File: src/rtl/fds_ss_pkg.sv
`default_nettype none
// ============================================================================
// Module : fds_ss_pkg
// Brief  : Shared states and byte-map constants for the FDS save-state sequencer
// Rev    : 1.0  initial release
// ============================================================================
package fds_ss_pkg;

  typedef enum logic [2:0] {
    ST_IDLE   = 3'd0,
    ST_ARM_S  = 3'd1,
    ST_ARM_L  = 3'd2,
    ST_S_ADDR = 3'd3,
    ST_S_PUSH = 3'd4,
    ST_L_WAIT = 3'd5,
    ST_L_WR   = 3'd6,
    ST_REL    = 3'd7
  } ss_state_t;

  localparam int SS_BYTES = 99;

  // Each pair is "last address before a hole" / "first address after it".
  localparam logic [7:0] C_HOLE0_LO = 8'd18;
  localparam logic [7:0] C_HOLE0_HI = 8'd20;
  localparam logic [7:0] C_HOLE1_LO = 8'd25;
  localparam logic [7:0] C_HOLE1_HI = 8'd32;
  localparam logic [7:0] C_HOLE2_LO = 8'd117;
  localparam logic [7:0] C_HOLE2_HI = 8'd120;
  localparam logic [7:0] C_SS_END   = 8'd123;

endpackage
`default_nettype wire

File: src/rtl/fds_ss_addr_gen.sv
`default_nettype none
// ============================================================================
// Module : fds_ss_addr_gen
// Brief  : Save-state address register that walks the byte map, skipping holes
// Rev    : 1.0  initial release
// ============================================================================
module fds_ss_addr_gen
  import fds_ss_pkg::*;
#(
  parameter logic [7:0] SS_FIRST = 8'd16,
  parameter logic [7:0] SS_LAST  = C_SS_END
) (
  input  logic       clk,
  input  logic       rst,
  input  logic       load_first,
  input  logic       step,
  output logic [7:0] addr,
  output logic       last
);

  logic [7:0] r_addr;
  logic [7:0] w_next;

  always_comb begin
    w_next = r_addr + 8'd1;
    if (r_addr == C_HOLE0_LO) w_next = C_HOLE0_HI;
    if (r_addr == C_HOLE1_LO) w_next = C_HOLE1_HI;
    if (r_addr == C_HOLE2_LO) w_next = C_HOLE2_HI;
  end

  // Falling-edge register to stay in phase with the audio block.
  always_ff @(negedge clk or posedge rst) begin
    if (rst)
      r_addr <= 8'd0;
    else if (load_first)
      r_addr <= SS_FIRST;
    else if (step)
      r_addr <= w_next;
  end

  assign addr = r_addr;
  assign last = (r_addr == SS_LAST);

endmodule
`default_nettype wire

File: src/rtl/fds_ss_seq.sv
`default_nettype none
// ============================================================================
// Module : fds_ss_seq
// Brief  : Save/load sequencer bridging valid/ready streams to the audio block
// Rev    : 1.0  initial release
// ============================================================================
module fds_ss_seq
  import fds_ss_pkg::*;
#(
  parameter logic [7:0] SS_FIRST = 8'd16,
  parameter logic [7:0] SS_LAST  = 8'd123
) (
  input  logic       m2,
  input  logic       rst,
  input  logic       start_save,
  input  logic       start_load,
  input  logic       abort,
  output logic       ss_act,
  output logic       ss_we,
  output logic [7:0] ss_addr,
  output logic [7:0] ss_wdat,
  input  logic [7:0] ss_rdat,
  output logic [7:0] out_dat,
  output logic       out_vld,
  input  logic       out_rdy,
  input  logic [7:0] in_dat,
  input  logic       in_vld,
  output logic       in_rdy,
  output logic       busy,
  output logic       done,
  output logic       aborted,
  output logic [6:0] byte_cnt
);

  ss_state_t  r_state;
  logic       r_ss_act, r_ss_we, r_out_vld, r_done, r_aborted, r_abt;
  logic [7:0] r_ss_wdat, r_out_dat;
  logic [6:0] r_byte_cnt;
  logic       w_last, w_abort, w_load_first, w_step;

  assign w_abort      = abort && (r_state != ST_IDLE) && (r_state != ST_REL);
  assign w_load_first = (r_state == ST_IDLE) && (start_save || start_load);
  assign w_step       = !w_abort && !w_last &&
                        (((r_state == ST_S_PUSH) && out_rdy) || (r_state == ST_L_WR));

  fds_ss_addr_gen #(
    .SS_FIRST (SS_FIRST),
    .SS_LAST  (SS_LAST)
  ) u_addr_gen (
    .clk        (m2),
    .rst        (rst),
    .load_first (w_load_first),
    .step       (w_step),
    .addr       (ss_addr),
    .last       (w_last)
  );

  always_ff @(negedge m2 or posedge rst) begin
    if (rst) begin
      r_state    <= ST_IDLE;
      r_ss_act   <= 1'b0;
      r_ss_we    <= 1'b0;
      r_ss_wdat  <= 8'd0;
      r_out_dat  <= 8'd0;
      r_out_vld  <= 1'b0;
      r_done     <= 1'b0;
      r_aborted  <= 1'b0;
      r_abt      <= 1'b0;
      r_byte_cnt <= 7'd0;
    end else begin
      r_done    <= 1'b0;
      r_aborted <= 1'b0;
      if (w_abort) begin
        // A handshake or write completing on this same edge still counts.
        r_state   <= ST_REL;
        r_out_vld <= 1'b0;
        r_ss_we   <= 1'b0;
        r_abt     <= 1'b1;
        if ((r_state == ST_L_WR) || ((r_state == ST_S_PUSH) && out_rdy))
          r_byte_cnt <= r_byte_cnt + 7'd1;
      end else begin
        case (r_state)
          ST_IDLE: begin
            if (start_save || start_load) begin
              r_state    <= start_save ? ST_ARM_S : ST_ARM_L;
              r_ss_act   <= 1'b1;
              r_byte_cnt <= 7'd0;
              r_abt      <= 1'b0;
            end
          end
          ST_ARM_S: r_state <= ST_S_ADDR;
          ST_ARM_L: r_state <= ST_L_WAIT;
          ST_S_ADDR: begin
            r_out_dat <= ss_rdat;
            r_out_vld <= 1'b1;
            r_state   <= ST_S_PUSH;
          end
          ST_S_PUSH: begin
            if (out_rdy) begin
              r_out_vld  <= 1'b0;
              r_byte_cnt <= r_byte_cnt + 7'd1;
              r_state    <= w_last ? ST_REL : ST_S_ADDR;
            end
          end
          ST_L_WAIT: begin
            if (in_vld) begin
              r_ss_wdat <= in_dat;
              r_ss_we   <= 1'b1;
              r_state   <= ST_L_WR;
            end
          end
          ST_L_WR: begin
            r_ss_we    <= 1'b0;
            r_byte_cnt <= r_byte_cnt + 7'd1;
            r_state    <= w_last ? ST_REL : ST_L_WAIT;
          end
          ST_REL: begin
            r_ss_act  <= 1'b0;
            r_done    <= !r_abt;
            r_aborted <= r_abt;
            r_state   <= ST_IDLE;
          end
          default: r_state <= ST_IDLE;
        endcase
      end
    end
  end

  assign ss_act   = r_ss_act;
  assign ss_we    = r_ss_we;
  assign ss_wdat  = r_ss_wdat;
  assign out_dat  = r_out_dat;
  assign out_vld  = r_out_vld;
  assign in_rdy   = (r_state == ST_L_WAIT);
  assign busy     = (r_state != ST_IDLE);
  assign done     = r_done;
  assign aborted  = r_aborted;
  assign byte_cnt = r_byte_cnt;

endmodule
`default_nettype wire

File: config.mk
export PLATFORM = sky130hd
export DESIGN_NAME = fds_ss_seq
export DESIGN_NICKNAME = d
export VERILOG_FILES = /design/src/rtl/fds_ss_pkg.sv /design/src/rtl/fds_ss_addr_gen.sv /design/src/rtl/fds_ss_seq.sv
export SDC_FILE = /design/constraint.sdc
export NUM_CORES = 1
export LEC_CHECK = 0
export ABC_CLOCK_PERIOD_IN_PS = 2500
export BUFFER_PORTS_ARGS = -buffer_cell sky130_fd_sc_hd__clkbuf_2
export CORE_UTILIZATION = 35
export DETAILED_ROUTE_END_ITERATION = 16
export PLACE_DENSITY_LB_ADDON = 0.12
export SYNTH_ARGS = -nofsm -noshare
export SYNTH_HDL_FRONTEND = slang
export SYNTH_HIERARCHICAL = 1
export SYNTH_SLANG_ARGS = --single-unit
File: constraint.sdc
create_clock -name m2 -period 2.5 [get_ports m2]
set_input_delay 0.125 -clock m2 [delete_from_list [all_inputs] [get_ports m2]]
set_output_delay 0.125 -clock m2 [all_outputs]
set_load 0.05 [all_outputs]
# [After elaboration in Yosys (flattened, before gate mapping)]
# Index checks and enable logic that the tools add are counted.
[word_totals] register_bits=40
[classes] n_reduce_logical=28 add_sub_neg=2 bitwise_logic=1 eq_ne=17 n_mux=33
[ops] operator="8-bit two-way mux" count=5
[ops] operator="7-bit two-way mux" count=4
[ops] operator="3-bit one-hot mux with 8 select lines" count=1
[ops] operator="7-bit one-hot mux with 3 select lines" count=1
[ops] operator="8-bit by 5-bit == test with 1-bit output (second input constant)" count=2
[ops] operator="8-bit by 7-bit == test with 1-bit output (second input constant)" count=2
[ops] operator="3-bit two-way mux" count=5
[ops] operator="3-bit == test (second input constant)" count=4
[ops] operator="1-bit two-way mux" count=12
[ops] operator="3-bit AND reduction" count=3
[ops] operator="3-bit nonzero test" count=3
[ops] operator="8-bit by 1-bit adder with 8-bit output (second input constant)" count=1
[ops] operator="2-bit AND reduction" count=4
[ops] operator="2-bit nonzero test" count=4
[ops] operator="7-bit by 1-bit adder with 7-bit output (second input constant)" count=1
[ops] operator="3-bit by 2-bit == test with 1-bit output (second input constant)" count=2
[ops] operator="1-bit logical AND" count=6
[ops] operator="3-bit by 2-bit != test with 1-bit output (second input constant)" count=2
[ops] operator="3-bit != test (second input constant)" count=2
[ops] operator="1-bit one-hot mux with 2 select lines" count=3
[ops] operator="2-bit two-way mux" count=2
[ops] operator="2-bit by 1-bit != test with 1-bit output (second input constant)" count=2
[ops] operator="4-bit AND reduction" count=1
[ops] operator="4-bit nonzero test" count=1
[ops] operator="other kinds (5)" count=8

# [Logic depth before layout (Yosys ltp)]
[logic_depth] word_depth=8 ltp_mapped=8

# [Hierarchy]
# The synthesis kept the hierarchy.
[modules_own_cells] module="fds_ss_seq" cells_per_inst=136 area_per_inst_um2=1483.9 seq_area_each_um2=800.8 instances=1
[modules_own_cells] module="fds_ss_addr_gen" cells_per_inst=68 area_per_inst_um2=605.6 seq_area_each_um2=200.2 instances=1

==> run metrics <==
critical-path cell list nand2_2, nor2_4, buf_8; Std-Cell Rows 27; PwrDens 1390 nW/µm²; die height 79.3 µm; Core ar. 5640 µm²; Reg2Reg Depth 9; H-tree levels 2; Crit Path Class flop to output pin; Net Count, Synth 232; HP Start r_abt$_DFFE_NP0P_; routed via count 1921; Async SR Flop Fraction 100%; n_diodes 0; Placed Cells 361; Synth Instances 204; maxcap violations 0; Worst setup EP type output pin; Lkg Pwr 1.41 nW; FF-to-FF End u_addr_gen/addr[2]$_DFFE_NP0P_; status completed; Syn-to-layout area delta 38.9%; Syn Std Cell Area 2090 µm²; Final Setup Violations 0; worst relative slew slack 72.6%; Routed Antenna Nets 0; Avg Cell Area, Syn 10.2 µm²; vias in the first global route 1771; CP startpoint r_state[0]$_DFFE_NP0P_; count of cell types in the netlist 46; Layout Nets 327; unrepaired setup endpoints after global routing yes; Die X-Extent 79.3 µm; CP arrival 2.35 ns; Clock Skew 0.00172 ns; Post-route DRC 0; Worst Hold Class flop to flop; leading cell type in the layout, fill and taps excluded clkbuf_2; area leader, netlist dfrtn_1; dpl hpwl 3630 µm; clk_lat worst skew 0.29 ns; Avg WL per Cell 13.2 µm; worst vdd ir 609 µV; Clock Tree Buf Depth 2; fin util 51.4%; antenna violations before repair 0; Remaining Overflow, GRT 0; final worst slack 0.0250 ns; critical path required time 2.38 ns; Hold Crit Depth 1; final hold slack 0.362 ns; global-route wire length before repair 8110 µm; worst setup slack after placement -0.150 ns; flop2flop setup slack 0.43 ns; Largest stage delay, worst path 0.47 ns; routability cong. 0.797; Synth Flop Type dfrtn_1; top post-synthesis cells by area dfrtn_1 (48%), mux2_2 (8.6%), o21ai_0 (4.3%); clk slew on worst S/H paths 0.05 ns; largest net degree at the start of global routing 33; WL final 4900 µm; Root Buffer clkbuf_8; sequential element share of the synthesized area 47.9%; clk sinks 40; Hold Fails Final Rpt 0; Starting Density 37.0%; Starting DRT DRC Count 49; io pins 61; most frequent cells in the layout clkbuf_2 (57), dfrtn_1 (40), buf_4 (32), o21ai_0 (18); Hold EP done$_DFF_NP0_; fin cells 372; Synth warnings 6; GRT Total Usage 16.4%; Num CTS Buffers 5; Fillers 525; post-synth top area share 47.9%; CP max FO 3; number of synthesized flops with an enable pin 0; FF+latch count, synth 40; first-pass iteration count of the detailed router 4; Max Slew Vio Count 0; Via density 5.16; FF+latch area 1000 µm²; Placed Area 2760 µm²; slowest CP cell dfrtn_1; multi-input logic area 1050 µm²; Setup crit start kind flop; reg-to-reg startpoint u_addr_gen/addr[0]$_DFFE_NP0P_; die area 6280 µm²; Least-Margin Pin Slew 0.411 ns; TritonCTS clock tree done; Final Cell Area 2900 µm²; PortBufs 60; layout cells sized above 1 43.7%
-- routing by layer --
layer / global-route usage, % / wire length (µm) / up-vias / part of all wire [%]
met5: 0 / 0 / - / 0
met4: 5.45 / 39 / 0 / 0.80
met3: 2.99 / 277 / 4 / 5.7
met2: 27.1 / 2240 / 72 / 46
met1: 21.6 / 2350 / 900 / 48
li1: - / - / 945 / -
-- flip-flops by register name, indices dropped and copies added (netlist names) --
register         count
ss_we                1
ss_act               1
r_abt                1
ss_wdat              8
out_dat              8
done                 1
aborted              1
byte_cnt             7
out_vld              1
u_addr_gen/addr      8
r_state              3
-- synth_stat cells (2+ instances only) --
master	number
buf_2	2
nor4_1	2
nand2b_1	6
and3_1	3
o31a_1	2
or3_1	2
mux2_2	16
dfrtn_1	40
o21ai_0	18
a21boi_0	2
o311ai_0	3
a31oi_1	4
a32o_1	2
nor2_1	14
a311oi_1	2
a22oi_1	4
or4_4	2
nor3_1	2
ha_1	5
o22ai_1	3
nand2_1	12
inv_1	12
o21ai_1	4
buf_4	2
nand3_1	9
a21oi_1	11
-- metrics by stage --
stage,setup TNS (ns),power (W)
2_1_floorplan,-0.231,0.00282
3_3_place_gp,-1.25,0.00346
3_5_place_dp,-1.98,0.00347
4_1_cts,0,0.00404
5_1_grt,-0.0178,0.00429
6_report,0,0.00403
-- what timing repair did --
| action | CTS | global route |
|---|---|---|
| endpoints found under the setup margin | 2 | 3 |
| pin swaps | 2 | 2 |
| hold buffers | 0 | 0 |
| buffers inserted | 1 | 2 |
| gates resized for setup | 4 | 2 |
-- logic make-up after synthesis --
logic type / share of synthesized area [%]
buffers and inverters: 4.25
DFF: 47.9
adders and majority gates: 2.99
and+or+nand+nor: 16.7
muxes: 8.62
AOI/OAI and AO/OA: 19.5
-- final cells by class --
type,count,area share (%)
Tap cell,72,3.10
Multi-Input combinational cell,145,36.0
Timing Repair Buffer,94,20.9
Clock buffer,6,2.50
Sequential cell,40,34.5
Inverter,13,1.77
Clock inverter,2,1.21
-- power by group --
part	internal, W	switching (W)
Clock	0.000296	0.000223
Combinational	0.000813	0.00161
Sequential	0.000929	0.000159
-- worst max-delay path, delay by kind of cell, from the launching register on --
family	cells	cell delay [ns]
buf+inv	1	0.15
flops	1	0.47
simple gates	2	0.19
-- worst max-delay path by stage --
stage	endpoint	depth (start not counted)
after floorplan	in_rdy	4
after global routing	in_rdy	3
after CTS	in_rdy	3
final	in_rdy	3
after global placement	u_addr_gen/addr[2]$_DFFE_NP0P_	7
after detailed placement	u_addr_gen/addr[2]$_DFFE_NP0P_	7
Note: power is estimated with default switching activity, not from simulation.
